<file path="src/rtl/beat_pkg.sv">
// Shared types for the beat timer: controller state, beat and phase
// encodings, plus the one-hot decoders that drive the t/w output lines.
package beat_pkg;

    typedef enum logic [1:0] {
        IDLE = 2'd0,
        RUN  = 2'd1,
        HALT = 2'd2
    } state_t;

    typedef enum logic [1:0] {
        B_W1 = 2'd0,
        B_W2 = 2'd1,
        B_W3 = 2'd2
    } beat_t;

    typedef enum logic [1:0] {
        P_T1 = 2'd0,
        P_T2 = 2'd1,
        P_T3 = 2'd2
    } phase_t;

    // Bit 0 is w1, bit 2 is w3.
    function automatic logic [2:0] beat_onehot(beat_t b);
        logic [2:0] oh;
        oh = 3'b000;
        case (b)
            B_W1:    oh = 3'b001;
            B_W2:    oh = 3'b010;
            B_W3:    oh = 3'b100;
            default: oh = 3'b000;
        endcase
        return oh;
    endfunction

    // Bit 0 is t1, bit 2 is t3.
    function automatic logic [2:0] phase_onehot(phase_t p);
        logic [2:0] oh;
        oh = 3'b000;
        case (p)
            P_T1:    oh = 3'b001;
            P_T2:    oh = 3'b010;
            P_T3:    oh = 3'b100;
            default: oh = 3'b000;
        endcase
        return oh;
    endfunction

endpackage

</file>
<file path="src/rtl/beat_timer_if.sv">
// Controller-facing bundle of the beat timer.
//   short, long, stop : controller requests, sampled at the decision clk
//   t1..t3            : one-hot phase pulses
//   w1..w3            : one-hot beat levels
//   running           : timer is in RUN
//   int_pulse         : conditioned interrupt pulse
// master = hardwired controller, slave = beat timer.
interface beat_timer_if;

    logic short;
    logic long;
    logic stop;
    logic t1;
    logic t2;
    logic t3;
    logic w1;
    logic w2;
    logic w3;
    logic running;
    logic int_pulse;

    modport master (
        output short, long, stop,
        input  t1, t2, t3, w1, w2, w3, running, int_pulse
    );

    modport slave (
        input  short, long, stop,
        output t1, t2, t3, w1, w2, w3, running, int_pulse
    );

endinterface

</file>
<file path="src/rtl/sync_edge.sv">
// Brings an asynchronous button into the clk domain and reports its
// rising edges as single-clk pulses.
//   clk  : board clock
//   clr  : asynchronous active-high reset, clears every flop
//   din  : raw asynchronous input
//   rise : high for one clk after a synchronized rising edge of din
module sync_edge #(
    parameter int SYNC_STAGES = 2
) (
    input  logic clk,
    input  logic clr,
    input  logic din,
    output logic rise
);

    logic [SYNC_STAGES-1:0] sync_q;
    logic                   last_q;

    // Shift chain; last_q remembers the previous synchronized level so a
    // held button yields only one edge.
    always_ff @(posedge clk or posedge clr) begin
        if (clr) begin
            sync_q <= '0;
            last_q <= 1'b0;
        end else begin
            sync_q <= {sync_q[SYNC_STAGES-2:0], din};
            last_q <= sync_q[SYNC_STAGES-1];
        end
    end

    assign rise = sync_q[SYNC_STAGES-1] & ~last_q;

endmodule

</file>
<file path="src/rtl/beat_timer.sv">
// Machine-cycle timing generator for the hardwired controller.
// Produces phase pulses t1..t3 and beat levels w1..w3, follows the
// controller's short/long/stop requests at the end of each beat, and
// conditions the start button and interrupt request into clean events.
//   clk       : board clock, all state on rising edge
//   clr       : asynchronous active-high reset
//   start_btn : raw start button
//   int_btn   : raw interrupt request
//   bus       : controller bundle (short/long/stop in, t/w/running/int_pulse out)
module beat_timer
    import beat_pkg::*;
#(
    parameter int PHASE_CYCLES = 4,
    parameter int SYNC_STAGES  = 2,
    parameter int PULSE_CYCLES = 2
) (
    input  logic         clk,
    input  logic         clr,
    input  logic         start_btn,
    input  logic         int_btn,
    beat_timer_if.slave  bus
);

    localparam int               CNT_W    = $clog2(PHASE_CYCLES + 1);
    localparam logic [CNT_W-1:0] CNT_LAST = CNT_W'(PHASE_CYCLES - 1);
    localparam logic [3:0]       STRETCH_INIT = 4'(PULSE_CYCLES - 1);

    state_t           state_q, state_d;
    beat_t            beat_q,  beat_d;
    phase_t           phase_q, phase_d;
    logic [CNT_W-1:0] cnt_q,   cnt_d;

    logic [2:0] t_q;
    logic [2:0] w_q;
    logic       run_q;

    logic [3:0] stretch_q;
    logic       int_pulse_q;

    logic start_rise;
    logic int_rise;

    sync_edge #(.SYNC_STAGES(SYNC_STAGES)) u_start_sync (
        .clk  (clk),
        .clr  (clr),
        .din  (start_btn),
        .rise (start_rise)
    );

    sync_edge #(.SYNC_STAGES(SYNC_STAGES)) u_int_sync (
        .clk  (clk),
        .clr  (clr),
        .din  (int_btn),
        .rise (int_rise)
    );

    // State register. The t/w/running outputs are registered from the
    // next-state values so they change exactly with the state and never
    // glitch; a halt therefore drops t3 and w on the same edge.
    always_ff @(posedge clk or posedge clr) begin
        if (clr) begin
            state_q <= IDLE;
            beat_q  <= B_W1;
            phase_q <= P_T1;
            cnt_q   <= '0;
            t_q     <= 3'b000;
            w_q     <= 3'b000;
            run_q   <= 1'b0;
        end else begin
            state_q <= state_d;
            beat_q  <= beat_d;
            phase_q <= phase_d;
            cnt_q   <= cnt_d;
            t_q     <= (state_d == RUN) ? phase_onehot(phase_d) : 3'b000;
            w_q     <= (state_d == RUN) ? beat_onehot(beat_d)   : 3'b000;
            run_q   <= (state_d == RUN);
        end
    end

    // Next-state logic. The controller inputs are only looked at on the
    // last clk of T3, so glitches elsewhere in the beat are harmless.
    always_comb begin
        state_d = state_q;
        beat_d  = beat_q;
        phase_d = phase_q;
        cnt_d   = cnt_q;
        case (state_q)
            IDLE, HALT: begin
                if (start_rise) begin
                    state_d = RUN;
                    beat_d  = B_W1;
                    phase_d = P_T1;
                    cnt_d   = '0;
                end
            end
            RUN: begin
                if (cnt_q == CNT_LAST) begin
                    cnt_d = '0;
                    case (phase_q)
                        P_T1:    phase_d = P_T2;
                        P_T2:    phase_d = P_T3;
                        default: begin
                            phase_d = P_T1;
                            if (bus.stop) begin
                                state_d = HALT;
                                beat_d  = B_W1;
                            end else begin
                                case (beat_q)
                                    B_W1:    beat_d = bus.short ? B_W1 : B_W2;
                                    B_W2:    beat_d = bus.long  ? B_W3 : B_W1;
                                    default: beat_d = B_W1;
                                endcase
                            end
                        end
                    endcase
                end else begin
                    cnt_d = cnt_q + CNT_W'(1);
                end
            end
            default: begin
                state_d = IDLE;
                beat_d  = B_W1;
                phase_d = P_T1;
                cnt_d   = '0;
            end
        endcase
    end

    // Interrupt stretcher. stretch_q counts the clks still to go after the
    // current one; new edges are dropped while the pulse is high.
    always_ff @(posedge clk or posedge clr) begin
        if (clr) begin
            stretch_q   <= 4'd0;
            int_pulse_q <= 1'b0;
        end else if (!int_pulse_q && int_rise) begin
            int_pulse_q <= 1'b1;
            stretch_q   <= STRETCH_INIT;
        end else if (int_pulse_q) begin
            if (stretch_q == 4'd0) begin
                int_pulse_q <= 1'b0;
            end else begin
                stretch_q <= stretch_q - 4'd1;
            end
        end
    end

    assign bus.t1        = t_q[0];
    assign bus.t2        = t_q[1];
    assign bus.t3        = t_q[2];
    assign bus.w1        = w_q[0];
    assign bus.w2        = w_q[1];
    assign bus.w3        = w_q[2];
    assign bus.running   = run_q;
    assign bus.int_pulse = int_pulse_q;

endmodule

</file>
<file path="src/flat_wrapper.sv">
// flat-port wrapper written by rule: the top's interface ports become plain ports
module beat_timer_flat import beat_pkg::*;
#(
    parameter int PHASE_CYCLES = 4,
    parameter int SYNC_STAGES  = 2,
    parameter int PULSE_CYCLES = 2
)
  (clk, clr, start_btn, int_btn, bus_short, bus_long, bus_stop, bus_t1, bus_t2, bus_t3, bus_w1, bus_w2, bus_w3, bus_running, bus_int_pulse);
  beat_timer_if bus_i ();
  input  logic clk;
  input  logic clr;
  input  logic start_btn;
  input  logic int_btn;
  input wire logic [$bits(bus_i.short)-1:0] bus_short;
  input wire logic [$bits(bus_i.long)-1:0] bus_long;
  input wire logic [$bits(bus_i.stop)-1:0] bus_stop;
  output wire logic [$bits(bus_i.t1)-1:0] bus_t1;
  output wire logic [$bits(bus_i.t2)-1:0] bus_t2;
  output wire logic [$bits(bus_i.t3)-1:0] bus_t3;
  output wire logic [$bits(bus_i.w1)-1:0] bus_w1;
  output wire logic [$bits(bus_i.w2)-1:0] bus_w2;
  output wire logic [$bits(bus_i.w3)-1:0] bus_w3;
  output wire logic [$bits(bus_i.running)-1:0] bus_running;
  output wire logic [$bits(bus_i.int_pulse)-1:0] bus_int_pulse;
  assign bus_i.short = bus_short;
  assign bus_i.long = bus_long;
  assign bus_i.stop = bus_stop;
  assign bus_t1 = bus_i.t1;
  assign bus_t2 = bus_i.t2;
  assign bus_t3 = bus_i.t3;
  assign bus_w1 = bus_i.w1;
  assign bus_w2 = bus_i.w2;
  assign bus_w3 = bus_i.w3;
  assign bus_running = bus_i.running;
  assign bus_int_pulse = bus_i.int_pulse;
  beat_timer #(.PHASE_CYCLES(PHASE_CYCLES), .SYNC_STAGES(SYNC_STAGES), .PULSE_CYCLES(PULSE_CYCLES)) u_core (.clk(clk), .clr(clr), .start_btn(start_btn), .int_btn(int_btn), .bus(bus_i));
endmodule
</file>
<file path="config.mk">
export PLATFORM = sky130hd
export DESIGN_NAME = beat_timer_flat
export DESIGN_NICKNAME = d
export VERILOG_FILES = /design/src/rtl/beat_pkg.sv /design/src/rtl/beat_timer_if.sv /design/src/rtl/sync_edge.sv /design/src/rtl/beat_timer.sv /design/src/flat_wrapper.sv
export SDC_FILE = /design/constraint.sdc
export NUM_CORES = 1
export LEC_CHECK = 0
export ABC_AREA = 1
export ABC_CLOCK_PERIOD_IN_PS = 1500
export BUFFER_PORTS_ARGS = -buffer_cell sky130_fd_sc_hd__buf_4
export CORE_ASPECT_RATIO = 0.7
export CORE_MARGIN = 3
export CORE_UTILIZATION = 45
export DETAILED_ROUTE_END_ITERATION = 8
export PLACE_DENSITY = 0.61
export SYNTH_ARGS = -nofsm -noshare
export SYNTH_HDL_FRONTEND = slang
export SYNTH_SLANG_ARGS = --single-unit
</file>
<file path="constraint.sdc">
create_clock -name clk -period 1.5 [get_ports clk]
set_clock_uncertainty 0.2 [all_clocks]
set_input_delay 0 -clock clk [delete_from_list [all_inputs] [get_ports clk]]
set_output_delay 0 -clock clk [all_outputs]
set_load 0.02 [all_outputs]
</file>
==> summary.md <==
| Metric | Value |
|---|---|
| Cells after synthesis | `120` |
| Final ANT Viol Nets | `0` |
| Setup slack, reg-to-reg | `0.07 ns` |
| Die width | `about 66 µm` |
| Seq/Total Area, Yosys | `between 50% and 60%` |
| DR pass1 iterations | `4` |
| Max FO, Critical Path | `4` |
| Share of layout cells above drive strength 1 | `between 30% and 40%` |
| Ratio of final minimum period to clock period | `between 90% and 100%` |
| Die area | `approximately 0.0032 mm²` |
| RSZ-0062 raised after global routing | `yes` |
| Clock Sinks | `27` |
| Finish-stage setup viols | `0` |
| Tot Pwr | `between 2 and 3 mW` |
| Final instance area | `0.00146 mm²` |
| NetSw | `around 1.1 mW` |
| Sw frac | `between 40% and 50%` |
| Leak | `about 0.75 nW` |
| H-tree depth | `1` |
| Synthesized net count | `130` |
| Max Root-Sink Buffers | `2` |
| Worst setup SP type | `register` |
| Via Count | `roughly 840` |
| Cell Pwr Density | `1870 mW/mm²` |
| Status | `complete, no violations` |
| Cell variety after synth | `22` |
| Final Max Slew Viols | `0` |
| Flop pwr share | `between 30 and 40%` |
| Gate power share | `a little under 50%` |
| Boundary Pins | `15` |
| Internal | `1.61 mW` |
| GPL Wtd Cong | `slightly above 0.8` |
| Vias in the first global route | `roughly 800` |
| Max VDD drop | `1.19 mV` |
| Cell Area, Synth | `approximately 0.0011 mm²` |
| Clk_lat worst skew | `approximately 0.32 ns` |
| Slew @ Worst Pin | `0.328 ns` |
| Rows | `14` |
| Largest net degree at the start of global routing | `28` |
| Core outline area | `~0.0023 mm²` |
| Sum Neg Setup Slack | `0 ns` |
| Initial antenna violation count | `0` |
| Global-route wire length before repair | `between 3 and 4 mm` |
| Fill count | `207` |
| NumNets Final | `158` |
| Synthesis-to-finish area growth | `28.1%` |
| Final Hold Fails | `0` |
| DR vias/cell | `roughly 4.7` |
| Synthesized flop and latch total | `27` |
| Worst path required time | `roughly 1.6 ns` |
| Starting density of the core | `between 50% and 60%` |
| Placed cell area | `approximately 0.0013 mm²` |
| DRC Markers | `0` |
| Clock power frac | `~11%` |
| Total Routing Usage GR | `between 10% and 20%` |
| # diodes | `0` |
| Max-Cap Viols | `0` |
| Worst r2r path cells | `6` |
| # placed instances | `between 150 and 200` |
| Die Ht | `between 40 and 50 µm` |
| Wirelength, routed | `between 2 and 2.5 mm` |
| CP Class | `reg2reg` |
| Average size of a mapped cell | `between 9 and 10 µm²` |
| DR WL/cell | `12.2 µm` |
| Initial DRC count | `between 60 and 70` |
| HPWL after DPL | `roughly 1.5 mm` |
| Synth warnings | `0` |
| Reg clk slew, reported paths | `approximately 0.14 ns` |
| Critical Path AT | `roughly 1.5 ns` |
| Final std cells w/o fill | `between 150 and 200` |
| TritonCTS clock tree | `yes` |
| Max_slew headroom | `between 70% and 80%` |
| HP Class | `in2async` |
| CP Capture Type | `register` |
| Crit path time final | `about 1.4 ns` |
| Max Fclk | `around 700 MHz` |
| I/O Buffers | `14` |
| Remaining Overflow, GRT | `0` |
| Critical R2R Capture | `u_core.t_q[0]` |
| Root buf cell | `clkbuf_4` |
| CTS Buf Count | `3` |
| R2r startpoint | `u_core.cnt_q[0]` |
## Yosys cell counts (all sizes together)
master   n  area share [%]
ha       3             3.3
a22o     1            0.77
nand3b   1            0.66
a21boi   1            0.66
nor2    10             3.9
inv     18             5.9
a21oi    5             2.5
o21ai    4             1.8
xor2     2             1.5
nor3     1            0.44
nand2   32              12
nand4    2             1.1
clkinv   1            0.33
dfrtp   27              59
nand3   11             5.7
o22ai    1            0.55
## cell families (layout without fill, tap and decap cells)
group | count (synthesis) | in the layout | synth area share, %
flops | 27 | 27 | 59.2
buf+inv | 19 | 46 | 6.25
fa+ha+maj | 3 | 3 | 3.29
xor+xnor | 2 | 2 | 1.54
compound gates | 12 | 12 | 6.25
simple gates | 57 | 57 | 23.5
## worst max path at each step
| stage | startpoint | end | slack [ns] | cells past startpoint |
|---|---|---|---|---|
| finish | u_core.cnt_q[0] | u_core.t_q[0] | 0.07 | 6 |
| global route | u_core.cnt_q[0] | u_core.t_q[0] | -0.02 | 6 |
| CTS | u_core.cnt_q[0] | u_core.t_q[0] | 0.002 | 7 |
| detailed placement | u_core.cnt_q[0] | u_core.t_q[0] | -0.03 | 7 |
| global placement | u_core.cnt_q[0] | u_core.w_q[0] | 0.03 | 7 |
| floorplan | u_core.cnt_q[0] | u_core.t_q[1] | 0.13 | 8 |
## layout make-up
type | instances | area [µm²] | share of cell area [%]
sequential | 27 | 676 | 46.2
multi-input combinational | 74 | 459 | 31.4
timing repair buffer | 23 | 188 | 12.8
inverter | 19 | 71.3 | 4.88
tap | 32 | 40.0 | 2.74
clock buffer | 3 | 22.5 | 1.54
clock inverter | 1 | 5.00 | 0.342
## per-layer routing
layer / vias up / GRT usage (%) / wire length [µm]
li1: 435 / - / -
met4: 0 / 4.86 / 10
met5: - / 0 / 0
met1: 389 / 23.5 / 1100
met3: 2 / 5.07 / 93
met2: 11 / 23.9 / 983
## worst max-delay path, cell delays in order, from the launching register on
cell and delay [ns]:
dfrtp_1 0.44, ha_4 0.20, nand4_1 0.11, nand2_1 0.09, nand2_2 0.13, nand3_2 0.10
nor2_2 0.11
## state kept, by name, indices dropped and copies added (netlist names)
name,cells
u_core.u_int_sync.sync_q,2
u_core.stretch_q,4
u_core.u_start_sync.sync_q,2
u_core.t_q,3
u_core.u_int_sync.last_q,1
u_core.u_start_sync.last_q,1
u_core.state_q,2
u_core.beat_q,2
u_core.cnt_q,3
u_core.bus.int_pulse,1
u_core.bus.running,1
u_core.w_q,3
u_core.phase_q,2
## metrics by stage
step	worst slack, ns	hold WS (ns)	utilization, %
final	0.0701	0.0729	64.2
after detailed placement	-0.0333	-0.115	57.1
after global placement	0.0256	-0.118	57.1
after floorplan	0.125	-0.169	-
after CTS	0.00151	0.0624	61.1
after global routing	-0.0150	0.0845	64.2
## timing repair
action,4_1_cts,5_1_grt
endpoints found under the setup margin,6,11
pin swaps,0,8
cloned,0,0
hold buffers,6,0
gates resized for setup,1,16
endpoints found under the hold margin,37,0
buffers inserted,0,1
## layout by cell type, fill, tap and decap left out, drive strengths merged, types with 2 or more instances in the layout
master / count
ha: 3
nand4: 2
a21oi: 5
o21ai: 4
nor2: 10
nand3: 11
nand2: 32
xor2: 2
inv: 19
dfrtp: 27
clkbuf: 3
dlygate4sd3: 6
buf: 17
## power groups by stage
| stage | clock network, mW | registers [mW] | logic, mW |
|---|---|---|---|
| after floorplan | 0 | 1.17 | 0.717 |
| after global placement | 0 | 1.08 | 1.12 |
| after detailed placement | 0 | 1.08 | 1.16 |
| after CTS | 0.324 | 1.07 | 1.17 |
| after global routing | 0.358 | 1.12 | 1.55 |
| final | 0.307 | 1.09 | 1.34 |
(Power assumes the default switching activity.)
